$ cat src/rtl/riscv_mem_pkg.sv
// Shared types and sizing for the memory-side refill arbiter.
// Covers the FSM state and burst owner encodings, plus line-size derivation.
package riscv_mem_pkg;

    typedef enum logic [1:0] {
        IDLE  = 2'd0,
        BURST = 2'd1,
        DONE  = 2'd2
    } state_t;

    typedef enum logic [1:0] {
        NONE  = 2'd0,
        OWN_I = 2'd1,
        OWN_D = 2'd2
    } owner_t;

    localparam int unsigned LINE_WORDS_DEF = 8;

    // Beat-index width for a power-of-two line size.
    function automatic int unsigned off_w(input int unsigned line_words);
        return $clog2(line_words);
    endfunction

    localparam int unsigned OFF_W_DEF = off_w(LINE_WORDS_DEF);

endpackage

$ cat src/rtl/cache_refill_arbiter_if.sv
// Cache/memory bus bundle for the refill arbiter.
// The master modport is the arbiter side; the slave modport is the cache/memory side.
interface cache_refill_arbiter_if
    import riscv_mem_pkg::*;
#(
    parameter int unsigned ADDR_W     = 32,
    parameter int unsigned DATA_W     = 32,
    parameter int unsigned LINE_WORDS = LINE_WORDS_DEF
);
    localparam int unsigned OFF_W = off_w(LINE_WORDS);

    logic              IReq;
    logic [ADDR_W-1:0] IAddr;
    logic              DReq;
    logic              DWe;
    logic [ADDR_W-1:0] DAddr;
    logic [DATA_W-1:0] DWData;
    logic [DATA_W-1:0] MemRData;
    logic              MemValid;

    logic              MemReq;
    logic              MemWe;
    logic [ADDR_W-1:0] MemAddr;
    logic [DATA_W-1:0] MemWData;
    logic [OFF_W-1:0]  Beat;
    logic [DATA_W-1:0] RData;
    logic              IBeatValid;
    logic              DBeatValid;
    logic              IDone;
    logic              DDone;
    logic              IBusy;
    logic              DBusy;

    modport master (
        input  IReq, IAddr, DReq, DWe, DAddr, DWData, MemRData, MemValid,
        output MemReq, MemWe, MemAddr, MemWData, Beat, RData,
        output IBeatValid, DBeatValid, IDone, DDone, IBusy, DBusy
    );

    modport slave (
        output IReq, IAddr, DReq, DWe, DAddr, DWData, MemRData, MemValid,
        input  MemReq, MemWe, MemAddr, MemWData, Beat, RData,
        input  IBeatValid, DBeatValid, IDone, DDone, IBusy, DBusy
    );

endinterface

$ cat src/rtl/burst_beat_counter.sv
// Beat index within a line burst; wraps naturally after the last beat.
module burst_beat_counter #(
    parameter int unsigned OFF_W = 3
) (
    input  logic             clk,
    input  logic             i_rst_n,
    input  logic             i_clr,
    input  logic             i_inc,
    output logic [OFF_W-1:0] o_beat,
    output logic             o_last
);

    logic [OFF_W-1:0] r_beat;

    always_ff @(posedge clk) begin
        if (!i_rst_n || i_clr) begin
            r_beat <= '0;
        end else if (i_inc) begin
            r_beat <= r_beat + OFF_W'(1);
        end
    end

    assign o_beat = r_beat;
    assign o_last = (r_beat == '1);

endmodule

$ cat src/rtl/cache_refill_arbiter.sv
// Shares one main-memory burst port between I-cache refill and D-cache refill/writeback.
// One line burst at a time; D wins simultaneous requests and bursts are never preempted.
module cache_refill_arbiter
    import riscv_mem_pkg::*;
#(
    parameter int unsigned ADDR_W     = 32,
    parameter int unsigned DATA_W     = 32,
    parameter int unsigned LINE_WORDS = LINE_WORDS_DEF
) (
    input  logic                  clk,
    input  logic                  CpuRst_n,
    cache_refill_arbiter_if.master bus
);

    localparam int unsigned OFF_W = off_w(LINE_WORDS);

    state_t            r_state;
    owner_t            r_owner;
    logic              r_mem_req;
    logic              r_mem_we;
    logic              r_i_done;
    logic              r_d_done;

    logic              w_burst;
    logic              w_inc;
    logic              w_clr;
    logic              w_last;
    logic [OFF_W-1:0]  w_beat;
    logic [ADDR_W-1:0] w_base;
    logic [DATA_W-1:0] w_wdata;
    logic              w_unused_addr;

    assign w_burst = (r_state == BURST);
    assign w_inc   = w_burst & bus.MemValid;
    assign w_clr   = ~w_burst;

    burst_beat_counter #(
        .OFF_W (OFF_W)
    ) u_beat (
        .clk     (clk),
        .i_rst_n (CpuRst_n),
        .i_clr   (w_clr),
        .i_inc   (w_inc),
        .o_beat  (w_beat),
        .o_last  (w_last)
    );

    always_ff @(posedge clk) begin
        if (!CpuRst_n) begin
            r_state   <= IDLE;
            r_owner   <= NONE;
            r_mem_req <= 1'b0;
            r_mem_we  <= 1'b0;
            r_i_done  <= 1'b0;
            r_d_done  <= 1'b0;
        end else begin
            r_i_done <= 1'b0;
            r_d_done <= 1'b0;
            case (r_state)
                IDLE: begin
                    if (bus.DReq) begin
                        r_state   <= BURST;
                        r_owner   <= OWN_D;
                        r_mem_req <= 1'b1;
                        r_mem_we  <= bus.DWe;
                    end else if (bus.IReq) begin
                        r_state   <= BURST;
                        r_owner   <= OWN_I;
                        r_mem_req <= 1'b1;
                        r_mem_we  <= 1'b0;
                    end
                end
                // Req dropping mid-burst is ignored; only the final beat ends the burst.
                BURST: begin
                    if (w_inc && w_last) begin
                        r_state   <= DONE;
                        r_mem_req <= 1'b0;
                        r_mem_we  <= 1'b0;
                        r_i_done  <= (r_owner == OWN_I);
                        r_d_done  <= (r_owner == OWN_D);
                    end
                end
                DONE: begin
                    r_state <= IDLE;
                    r_owner <= NONE;
                end
                default: begin
                    r_state <= IDLE;
                    r_owner <= NONE;
                end
            endcase
        end
    end

    assign w_base        = (r_owner == OWN_D) ? bus.DAddr : bus.IAddr;
    assign w_unused_addr = ^w_base[OFF_W+1:0];
    assign w_wdata       = r_mem_we ? bus.DWData : '0;

    assign bus.MemReq     = r_mem_req;
    assign bus.MemWe      = r_mem_we;
    assign bus.MemAddr    = r_mem_req ? {w_base[ADDR_W-1:OFF_W+2], w_beat, 2'b00} : '0;
    assign bus.MemWData   = w_wdata;
    assign bus.Beat       = w_beat;
    assign bus.RData      = bus.MemRData;
    assign bus.IBeatValid = w_inc & (r_owner == OWN_I);
    assign bus.DBeatValid = w_inc & (r_owner == OWN_D);
    assign bus.IDone      = r_i_done;
    assign bus.DDone      = r_d_done;
    assign bus.IBusy      = bus.IReq & ~r_i_done;
    assign bus.DBusy      = bus.DReq & ~r_d_done;

endmodule

$ cat src/flat_wrapper.sv
// flat-port wrapper written by rule: the top's interface ports become plain ports
module cache_refill_arbiter_flat import riscv_mem_pkg::*;
#(
    parameter int unsigned ADDR_W     = 32,
    parameter int unsigned DATA_W     = 32,
    parameter int unsigned LINE_WORDS = LINE_WORDS_DEF
)
  (clk, CpuRst_n, bus_IReq, bus_IAddr, bus_DReq, bus_DWe, bus_DAddr, bus_DWData, bus_MemRData, bus_MemValid, bus_MemReq, bus_MemWe, bus_MemAddr, bus_MemWData, bus_Beat, bus_RData, bus_IBeatValid, bus_DBeatValid, bus_IDone, bus_DDone, bus_IBusy, bus_DBusy);
  cache_refill_arbiter_if #(.ADDR_W(ADDR_W), .DATA_W(DATA_W), .LINE_WORDS(LINE_WORDS)) bus_i ();
  input  logic clk;
  input  logic CpuRst_n;
  input wire logic [$bits(bus_i.IReq)-1:0] bus_IReq;
  input wire logic [$bits(bus_i.IAddr)-1:0] bus_IAddr;
  input wire logic [$bits(bus_i.DReq)-1:0] bus_DReq;
  input wire logic [$bits(bus_i.DWe)-1:0] bus_DWe;
  input wire logic [$bits(bus_i.DAddr)-1:0] bus_DAddr;
  input wire logic [$bits(bus_i.DWData)-1:0] bus_DWData;
  input wire logic [$bits(bus_i.MemRData)-1:0] bus_MemRData;
  input wire logic [$bits(bus_i.MemValid)-1:0] bus_MemValid;
  output wire logic [$bits(bus_i.MemReq)-1:0] bus_MemReq;
  output wire logic [$bits(bus_i.MemWe)-1:0] bus_MemWe;
  output wire logic [$bits(bus_i.MemAddr)-1:0] bus_MemAddr;
  output wire logic [$bits(bus_i.MemWData)-1:0] bus_MemWData;
  output wire logic [$bits(bus_i.Beat)-1:0] bus_Beat;
  output wire logic [$bits(bus_i.RData)-1:0] bus_RData;
  output wire logic [$bits(bus_i.IBeatValid)-1:0] bus_IBeatValid;
  output wire logic [$bits(bus_i.DBeatValid)-1:0] bus_DBeatValid;
  output wire logic [$bits(bus_i.IDone)-1:0] bus_IDone;
  output wire logic [$bits(bus_i.DDone)-1:0] bus_DDone;
  output wire logic [$bits(bus_i.IBusy)-1:0] bus_IBusy;
  output wire logic [$bits(bus_i.DBusy)-1:0] bus_DBusy;
  assign bus_i.IReq = bus_IReq;
  assign bus_i.IAddr = bus_IAddr;
  assign bus_i.DReq = bus_DReq;
  assign bus_i.DWe = bus_DWe;
  assign bus_i.DAddr = bus_DAddr;
  assign bus_i.DWData = bus_DWData;
  assign bus_i.MemRData = bus_MemRData;
  assign bus_i.MemValid = bus_MemValid;
  assign bus_MemReq = bus_i.MemReq;
  assign bus_MemWe = bus_i.MemWe;
  assign bus_MemAddr = bus_i.MemAddr;
  assign bus_MemWData = bus_i.MemWData;
  assign bus_Beat = bus_i.Beat;
  assign bus_RData = bus_i.RData;
  assign bus_IBeatValid = bus_i.IBeatValid;
  assign bus_DBeatValid = bus_i.DBeatValid;
  assign bus_IDone = bus_i.IDone;
  assign bus_DDone = bus_i.DDone;
  assign bus_IBusy = bus_i.IBusy;
  assign bus_DBusy = bus_i.DBusy;
  cache_refill_arbiter #(.ADDR_W(ADDR_W), .DATA_W(DATA_W), .LINE_WORDS(LINE_WORDS)) u_core (.clk(clk), .CpuRst_n(CpuRst_n), .bus(bus_i));
endmodule
$ cat config.mk
export PLATFORM = sky130hd
export DESIGN_NAME = cache_refill_arbiter_flat
export DESIGN_NICKNAME = d
export VERILOG_FILES = /design/src/rtl/riscv_mem_pkg.sv /design/src/rtl/cache_refill_arbiter_if.sv /design/src/rtl/burst_beat_counter.sv /design/src/rtl/cache_refill_arbiter.sv /design/src/flat_wrapper.sv
export SDC_FILE = /design/constraint.sdc
export NUM_CORES = 1
export LEC_CHECK = 0
export ABC_AREA = 1
export CAP_MARGIN = 10
export CELL_PAD_IN_SITES_DETAIL_PLACEMENT = 0
export CELL_PAD_IN_SITES_GLOBAL_PLACEMENT = 1
export CORE_MARGIN = 1.5
export CORE_UTILIZATION = 10
export DETAILED_ROUTE_END_ITERATION = 7
export PLACE_DENSITY_LB_ADDON = 0.3
export SLEW_MARGIN = 40
export SYNTH_ARGS = -nofsm -noshare
export SYNTH_HDL_FRONTEND = slang
export SYNTH_HIERARCHICAL = 1
export SYNTH_SLANG_ARGS = --single-unit
$ cat constraint.sdc
create_clock -name clk -period 1.1 [get_ports clk]
set_input_delay 0.22 -clock clk [delete_from_list [all_inputs] [get_ports clk]]
set_output_delay 0.22 -clock clk [all_outputs]
set_load 0.02 [all_outputs]
Word-level counts from Yosys, hierarchy flattened
Cells that the tools add are included.
{"block": "totals", "reg_bits": 11, "inputBits": 134, "output_inout_bits": 107}
{"block": "classes", "addsub": 1, "eq_ne": 6, "mux": 16, "n_bitwise": 8, "n_reduce_logical": 9}
{"operator": "$mux W32", "count": 3}
{"operator": "$mux W2", "count": 4}
{"operator": "$pmux W2 S2", "count": 2}
{"operator": "$reduce_and A3 Y1", "count": 2}
{"operator": "$and A1 B1 Y1", "count": 5}
{"operator": "$mux W1", "count": 5}
{"operator": "$eq A2 B1 Y1 const B", "count": 2}
{"operator": "$pmux W1 S2", "count": 2}
{"operator": "$reduce_and A2 Y1", "count": 2}
{"operator": "$add A3 B1 Y3 const B", "count": 1}
{"operator": "$eq A3 B3 Y1 const B", "count": 1}
{"operator": "$ne A3 B3 Y1 const B", "count": 1}
{"operator": "$not A1 Y1", "count": 3}
{"operator": "$eq A2 B2 Y1 const B", "count": 1}
{"operator": "$logic_not A2 Y1", "count": 1}
{"operator": "$ne A2 B2 Y1 const B", "count": 1}
{"operator": "$reduce_bool A2 Y1", "count": 1}
{"operator": "$logic_and A1 B1 Y1", "count": 1}
{"operator": "$logic_not A1 Y1", "count": 1}
{"operator": "$logic_or A1 B1 Y1", "count": 1}

Depth between registers and ports, before layout
Gate-level depths: netlist of run 1.
{"block": "depth", "word_depth": 5, "depth_mapped": 7, "depth_no_buf": 7}

Cells and area by module
Netlist of run 1, hierarchy kept.
{"mod": "cache_refill_arbiter", "n_inst": 1, "cells_per_inst": 246, "area_each_um2": 1278.7}
{"mod": "burst_beat_counter", "n_inst": 1, "cells_per_inst": 19, "area_each_um2": 145.1}

Least setup slack after synthesis of run 1
OpenSTA, ideal clock, no wires.
{"block": "synth_timing", "path_type": "reg2out", "startpoint": "register u_core.r_state[1]", "endpoint": "output bus_IBeatValid", "arrival_ns": 1.168, "t_required_ns": 0.880, "slack_ns": -0.288, "path_stages_with_launch": 6, "path_buffers": 0, "path_cell_list": "dfxtp_1 -> inv_1 -> nand2_1 -> nor2_2 -> inv_1 -> nor3_1"}
{"block": "synth_via", "elab_chain_len": 3}
{"item": "start, declared", "line": "cache_refill_arbiter.sv:17", "source": "state_t r_state;"}
{"item": "start signal, assigned", "line": "cache_refill_arbiter.sv:50", "source": "r_state <= IDLE;"}
{"item": "start signal, assigned", "line": "cache_refill_arbiter.sv:62", "source": "r_state <= BURST;"}
{"item": "start signal, assigned", "line": "cache_refill_arbiter.sv:67", "source": "r_state <= BURST;"}
{"item": "$eq A2 B1 Y1", "line": "cache_refill_arbiter.sv:33", "source": "assign w_burst = (r_state == BURST);"}
{"item": "$and A1 B1 Y1", "line": "cache_refill_arbiter.sv:34", "source": "assign w_inc = w_burst & bus.MemValid;"}
{"item": "via u_core.w_inc", "line": "cache_refill_arbiter.sv:25", "source": "logic w_inc;"}
{"item": "$and A1 B1 Y1", "line": "cache_refill_arbiter.sv:105", "source": "assign bus.IBeatValid = w_inc & (r_owner == OWN_I);"}
{"item": "end, declared", "line": "flat_wrapper.sv:26", "source": "output wire logic [$bits(bus_i.IBeatValid)-1:0] bus_IBeatValid;"}
The timed path passes the listed nets, and every way through them passes these cells.

Final worst setup path of run 1
{"block": "layout_timing", "startpoint": "register u_core.r_owner[0]", "endpoint": "output bus_MemAddr[29]"}
{"block": "layout_via", "elab_chain_len": 3}
{"item": "start, declared", "line": "cache_refill_arbiter.sv:18", "source": "owner_t r_owner;"}
{"item": "start signal, assigned", "line": "cache_refill_arbiter.sv:51", "source": "r_owner <= NONE;"}
{"item": "start signal, assigned", "line": "cache_refill_arbiter.sv:63", "source": "r_owner <= OWN_D;"}
{"item": "start signal, assigned", "line": "cache_refill_arbiter.sv:68", "source": "r_owner <= OWN_I;"}
{"item": "$eq A2 B2 Y1", "line": "cache_refill_arbiter.sv:95", "source": "assign w_base = (r_owner == OWN_D) ? bus.DAddr : bus.IAddr;"}
{"item": "$mux W32", "line": "cache_refill_arbiter.sv:95"}
{"item": "$mux W32", "line": "cache_refill_arbiter.sv:101", "source": "assign bus.MemAddr = r_mem_req ? {w_base[ADDR_W-1:OFF_W+2], w_beat, 2'b00} : '0;"}
{"item": "end, declared", "line": "flat_wrapper.sv:22", "source": "output wire logic [$bits(bus_i.MemAddr)-1:0] bus_MemAddr;"}
Every way passes these cells.

==> flow_metrics.tcl, run 1 <==
set metrics [dict create \
    clock_latency_ns 0.24 \
    drtIter0Drc 22 \
    wl_um 7890 \
    grt_pass1_vias 2231 \
    syn-mean-instance-area_um2 5.37 \
    initial_core_util 0.103 \
    die-area_um2 15000 \
    outcome "complete, but fails checks" \
    p_per_area_nw_per_um2 658 \
    netlist_area_um2 1420 \
    path_clk_slew_ns 0.04 \
    finalSetupViolCount 69 \
    synthToLayoutAreaGrowth_pct 234 \
    rsz0062_at_grt "true" \
    required_ns 0.88 \
    hp-class "input pin to register" \
    first_pass_iters 3 \
    antenna_left 0 \
    grt_max_degree 19 \
    finalCritPeriodShare 1.41 \
    ys_seq_elements 11 \
    chipHeight_um 122 \
    clock-root-buffer "clkbuf_16" \
    slew_violations 0 \
    ios 241 \
    finalNonFillerCells 633 \
    crit_type "register to output port" \
    cap_violations 0 \
    crit_fanout 7 \
    num_vias 2239 \
    place_hpwl_um 5610 \
    place.gp.congestion 0.763 \
    synth_cell_types 19 \
    chipWidth_um 122 \
    worst_slack_ns -0.453 \
    cts_tree "done" \
    netlist_instances 265 \
    cts_buffers 3 \
    clk_path_buf_depth 2 \
    worst_setup_path_end_kind "output port" \
    hold_slack_ns 0.429 \
    grt_remaining_overflow 0 \
    dpl.cell_count 591 \
    violations "negative setup slack" \
    drc_errors 0 \
    rows 43 \
    antenna_found_initial 0 \
    layout.nets 590 \
    diodes 0 \
    yosysSeqAreaShare 0.155 \
    io_buffers 164 \
    track_usage 0.0946 \
    ir_drop_uv 610 \
    grt_pass1_wl_um 11400 \
    cp-start-kind "register" \
    clock_skew_ns 0.000819 \
    ys.warnings.count 6 \
    clock-sinks 11 \
    arrival_ns 1.33 \
    vias_per_cell 3.54 \
    p_leak_nw 2.20 \
    finalHoldViolCount 0 \
    drive_gt1_frac 0.720 \
    period_minus_slack_ns 1.55 \
    core_area_um2 13900 \
    wl_per_cell_um 12.5 \
    h-tree-depth 1 \
    fmax_mhz 644 \
    fin_util 0.342 \
]
## worst max-delay path, stage by stage (launching register included)
cell and delay [ns]:
dfxtp_2 0.32, inv_4 0.07, nand2_8 0.10, buf_8 0.16, buf_6 0.12, o21ai_2 0.13, nor2_2 0.06, buf_6 0.12
## worst paths after layout
check	from	to	slack, ns	depth (start not counted)
max	u_core/r_owner[0]	bus_MemAddr[29]	-0.45	7
min	bus_IReq	u_core/r_owner[0]	0.43	3
max reg2reg	u_core/u_beat/o_beat[0]	u_core/bus.MemWe	-0.08	7
min reg2reg	u_core/u_beat/o_beat[1]	u_core/u_beat/o_beat[1]	0.51	2
## sequential cells by signal, indices dropped and copies added (netlist names)
name / cells
u_core/bus.MemReq: 1
u_core/r_state: 2
u_core/r_owner: 2
u_core/bus.IDone: 1
u_core/u_beat/o_beat: 3
u_core/bus.MemWe: 1
u_core/bus.DDone: 1
## power by group
| group | leakage, nW | internal (mW) | switching, mW |
|---|---|---|---|
| sequential | 0.0949 | 0.412 | 0.0213 |
| clock | 0.0409 | 0.482 | 0.190 |
| combinational | 2.07 | 1.11 | 0.914 |
## routing by layer
metal / share of wire / vias up / track usage
met5: 0 / - / 0
met4: 0.0072 / 0 / 0.0225
met3: 0.056 / 6 / 0.0112
met2: 0.57 / 72 / 0.178
met1: 0.37 / 1033 / 0.114
li1: - / 1128 / -
## synthesized netlist by cell type, drive strengths merged
cell type	n	area [um^2]
a21oi	7	35.0
o21ai	28	140
ha	2	25.0
nand2	53	204
clkbuf	6	22.5
dfxtp	11	220
nand3	4	20.0
conb	1	3.75
inv	48	180
nor3	2	10.0
nor2	62	240
buf	40	310
nor4	1	12.5
## through the flow
step	setup TNS, ns	area, um^2	setup WS [ns]	total power, mW
6_report	-20.19	4750	-0.453	3.13
3_5_place_dp	-40.78	3550	-0.831	1.88
3_3_place_gp	-40.86	3550	-0.842	1.88
4_1_cts	-21.39	4400	-0.477	2.95
5_1_grt	-23.20	4750	-0.503	3.28
2_1_floorplan	-1.32	1790	-0.0702	1.30
## final cells by class
cell class	count	area [um^2]
fill	1452	9130
timing repair buffer	229	2520
multi-input combinational	161	1490
sequential	11	244
tap	180	225
inverter	48	195
clock buffer	3	75.1
clock inverter	1	5.00
## cell usage in the layout, fill, tap and decap left out, types with 3 or more instances in the layout
cell type        netlist  routed
dfxtp_4                0       5
nor2_4                 0      32
nand2_4                0      27
clkbuf_16              0       5
buf_6                  4      80
inv_2                  2      41
nor2_1                59       3
nand2_1               51       9
nor2_2                 3      27
buf_16                 0       4
a21oi_2                0       5
buf_4                 34      34
buf_8                  0       6
o21ai_1                1      10
clkdlybuf4s50_1        0      88
dlygate4sd2_1          0       3
buf_12                 0       9
nand2_2                2      16
o21ai_2                0       4
o21ai_4                0      13
inv_1                 46       5
dfxtp_2                0       4
## cells by family after synthesis
group	count (synthesis)	synth area share
simple gates	122	0.342
buf+inv	94	0.360
compound gates	35	0.123
flops	11	0.155
fa+ha+maj	2	0.0176
other cells	1	0.00263
## what timing repair did
item                                    4_1_cts  5_1_grt
endpoints found under the setup margin       78       77
resized for setup                           562       70
gates cloned                                  5        2
pin swaps                                    14       15
hold buffers                                  0        0
buffers inserted                             23       13
(Power assumes the default switching activity.)
==> run 2, diff against run 1 <==
--- a/config.mk
+++ b/config.mk
@@ -12,7 +12,8 @@
 export CORE_MARGIN = 1.5
 export CORE_UTILIZATION = 10
 export DETAILED_ROUTE_END_ITERATION = 7
-export PLACE_DENSITY_LB_ADDON = 0.3
+export GPL_TIMING_DRIVEN = 1
+export PLACE_DENSITY_LB_ADDON = 0.1
 export SLEW_MARGIN = 40
 export SYNTH_ARGS = -nofsm -noshare
 export SYNTH_HDL_FRONTEND = slang
==> run 2 against run 1 <==
The run still ends with negative setup slack left. Sequential share of layout area grew 0.35 points. Critical path depth is the same. Clock power grew 0.9%. Cell count shrank 1.1%. Clock skew grew 0.00060 ns. Routed wire length shrank 6.0%. Critical endpoint is now bus_MemAddr[20]. Combinational power shrank 11%. Worst hold slack gained 0.011 ns. Fmax grew 1.6%. Largest power group unchanged. Die area is the same. Total power shrank 6.8%.
==> flow_metrics.tcl, run 2 (synthesized netlist as in run 1, its figures left out) <==
set metrics [dict create \
    chipWidth_um 122 \
    ff2ff_setup_slack_ns -0.03 \
    p_per_area_nw_per_um2 656 \
    r2r-start "u_core/u_beat/o_beat[1]" \
    rsz0062_at_grt "true" \
    cp_num_buf_inv 4 \
    finalHoldViolCount 0 \
    drive_gt1_frac 0.686 \
    synthToLayoutAreaGrowth_pct 212 \
    diodes 0 \
    largest_register_ffs 3 \
    grt_pass1_wl_um 10600 \
    wl_per_cell_um 11.8 \
    first_pass_iters 4 \
    crit_family "buffers and inverters" \
    path_clk_slew_ns 0.04 \
    vias_per_cell 3.46 \
    grt_remaining_overflow 0 \
    place_hpwl_um 5670 \
    num_vias 2166 \
    final_common_cell "clkdlybuf4s50_1" \
    multi_input_comb_area_um2 1360 \
    cp_slowest_stage_delay_ns 0.34 \
    clk_path_buf_depth 2 \
    hp-class "input pin to output port" \
    cts_hold_buffers 0 \
    arrival_ns 1.31 \
    hp-start "bus_MemRData[14]" \
    required_ns 0.88 \
    track_usage 0.0906 \
    clock_skew_ns 0.00142 \
    dpl.cell_count 597 \
    worstPathCellList "inv_4, nand2_8, inv_8, buf_12, nor2_2, nor2_4, buf_4" \
    wl_um 7420 \
    antenna_found_initial 0 \
    violations "negative setup slack" \
    drc_errors 0 \
    finalSetupViolCount 67 \
    die-area_um2 15000 \
    h-tree-depth 1 \
    drtIter0Drc 25 \
    io_buffers 164 \
    slew_violations 0 \
    fmax_mhz 654 \
    layout.nets 583 \
    initial_core_util 0.103 \
    finalNonFillerCells 626 \
    crit_slowest_cell "dfxtp_2" \
    fin_tns_setup_ns -19.44 \
    cts_tree "done" \
    grt_max_degree 14 \
    period_minus_slack_ns 1.53 \
    final_cell_mix "88 x clkdlybuf4s50_1, 53 x buf_6, 52 x buf_4" \
    grt_pass1_vias 2037 \
    place.gp.congestion 0.745 \
    outcome "complete, but fails checks" \
    clock-sinks 11 \
    power_mw 2.91 \
    clock-root-buffer "clkbuf_16" \
    p_leak_nw 2.11 \
    worst_slack_ns -0.429 \
    chipHeight_um 122 \
    crit_type "register to output port" \
    ir_drop_uv 433 \
    antenna_left 0 \
    fillCellCount 1471 \
    rows 43 \
    cap_violations 0 \
    finalCritPeriodShare 1.39 \
    startpoint "u_core/r_owner[0]" \
    cp-start-kind "register" \
    cts_buffers 3 \
    worst_setup_path_end_kind "output port" \
    core_area_um2 13900 \
    crit_fanout 13 \
    ios 241 \
    seqCellArea_um2 244 \
    clock_latency_ns 0.24 \
]
## run 2: per-layer routing
metal	up-vias	track usage	share of wire
li1	1116	-	-
met1	964	0.105	0.38
met2	78	0.171	0.55
met3	8	0.0116	0.062
met4	0	0.0269	0.010
met5	-	0	0
## run 2: worst paths after layout
kind | endpoint | cells past startpoint
hold reg to reg | u_core/r_owner[0] | 2
hold / removal | bus_RData[14] | 0
setup reg to reg | u_core/bus.MemWe | 7
setup / recovery | bus_MemAddr[20] | 7
## run 2: through the flow
stage	hold slack (ns)	util	worst slack (ns)	area, um^2
final	0.440	0.320	-0.429	4450
after global placement	0.440	0.259	-0.779	3600
after floorplan	0.357	-	-0.0702	1790
after global routing	0.440	0.320	-0.500	4450
after CTS	0.440	0.301	-0.448	4180
after detailed placement	0.440	0.259	-0.780	3600
## run 2: final cells by class
| class | instances | share of cell area |
|---|---|---|
| clock buffer | 4 | 0.0177 |
| inverter | 48 | 0.0428 |
| multi-input combinational | 162 | 0.306 |
| sequential | 11 | 0.0549 |
| tap | 180 | 0.0506 |
| timing repair buffer | 221 | 0.528 |
## run 2: power by group
group          switching [mW]  internal [mW]  leakage, nW
registers              0.0240          0.412       0.0949
clock network           0.190          0.488       0.0382
logic                   0.823          0.978         1.97
total                    1.04           1.88         2.11
## run 2: what timing repair did
item	in CTS	in global routing
setup endpoints to repair	78	72
setup buffers	15	12
gates cloned	5	0
resized for setup	517	48
pin swaps	7	6
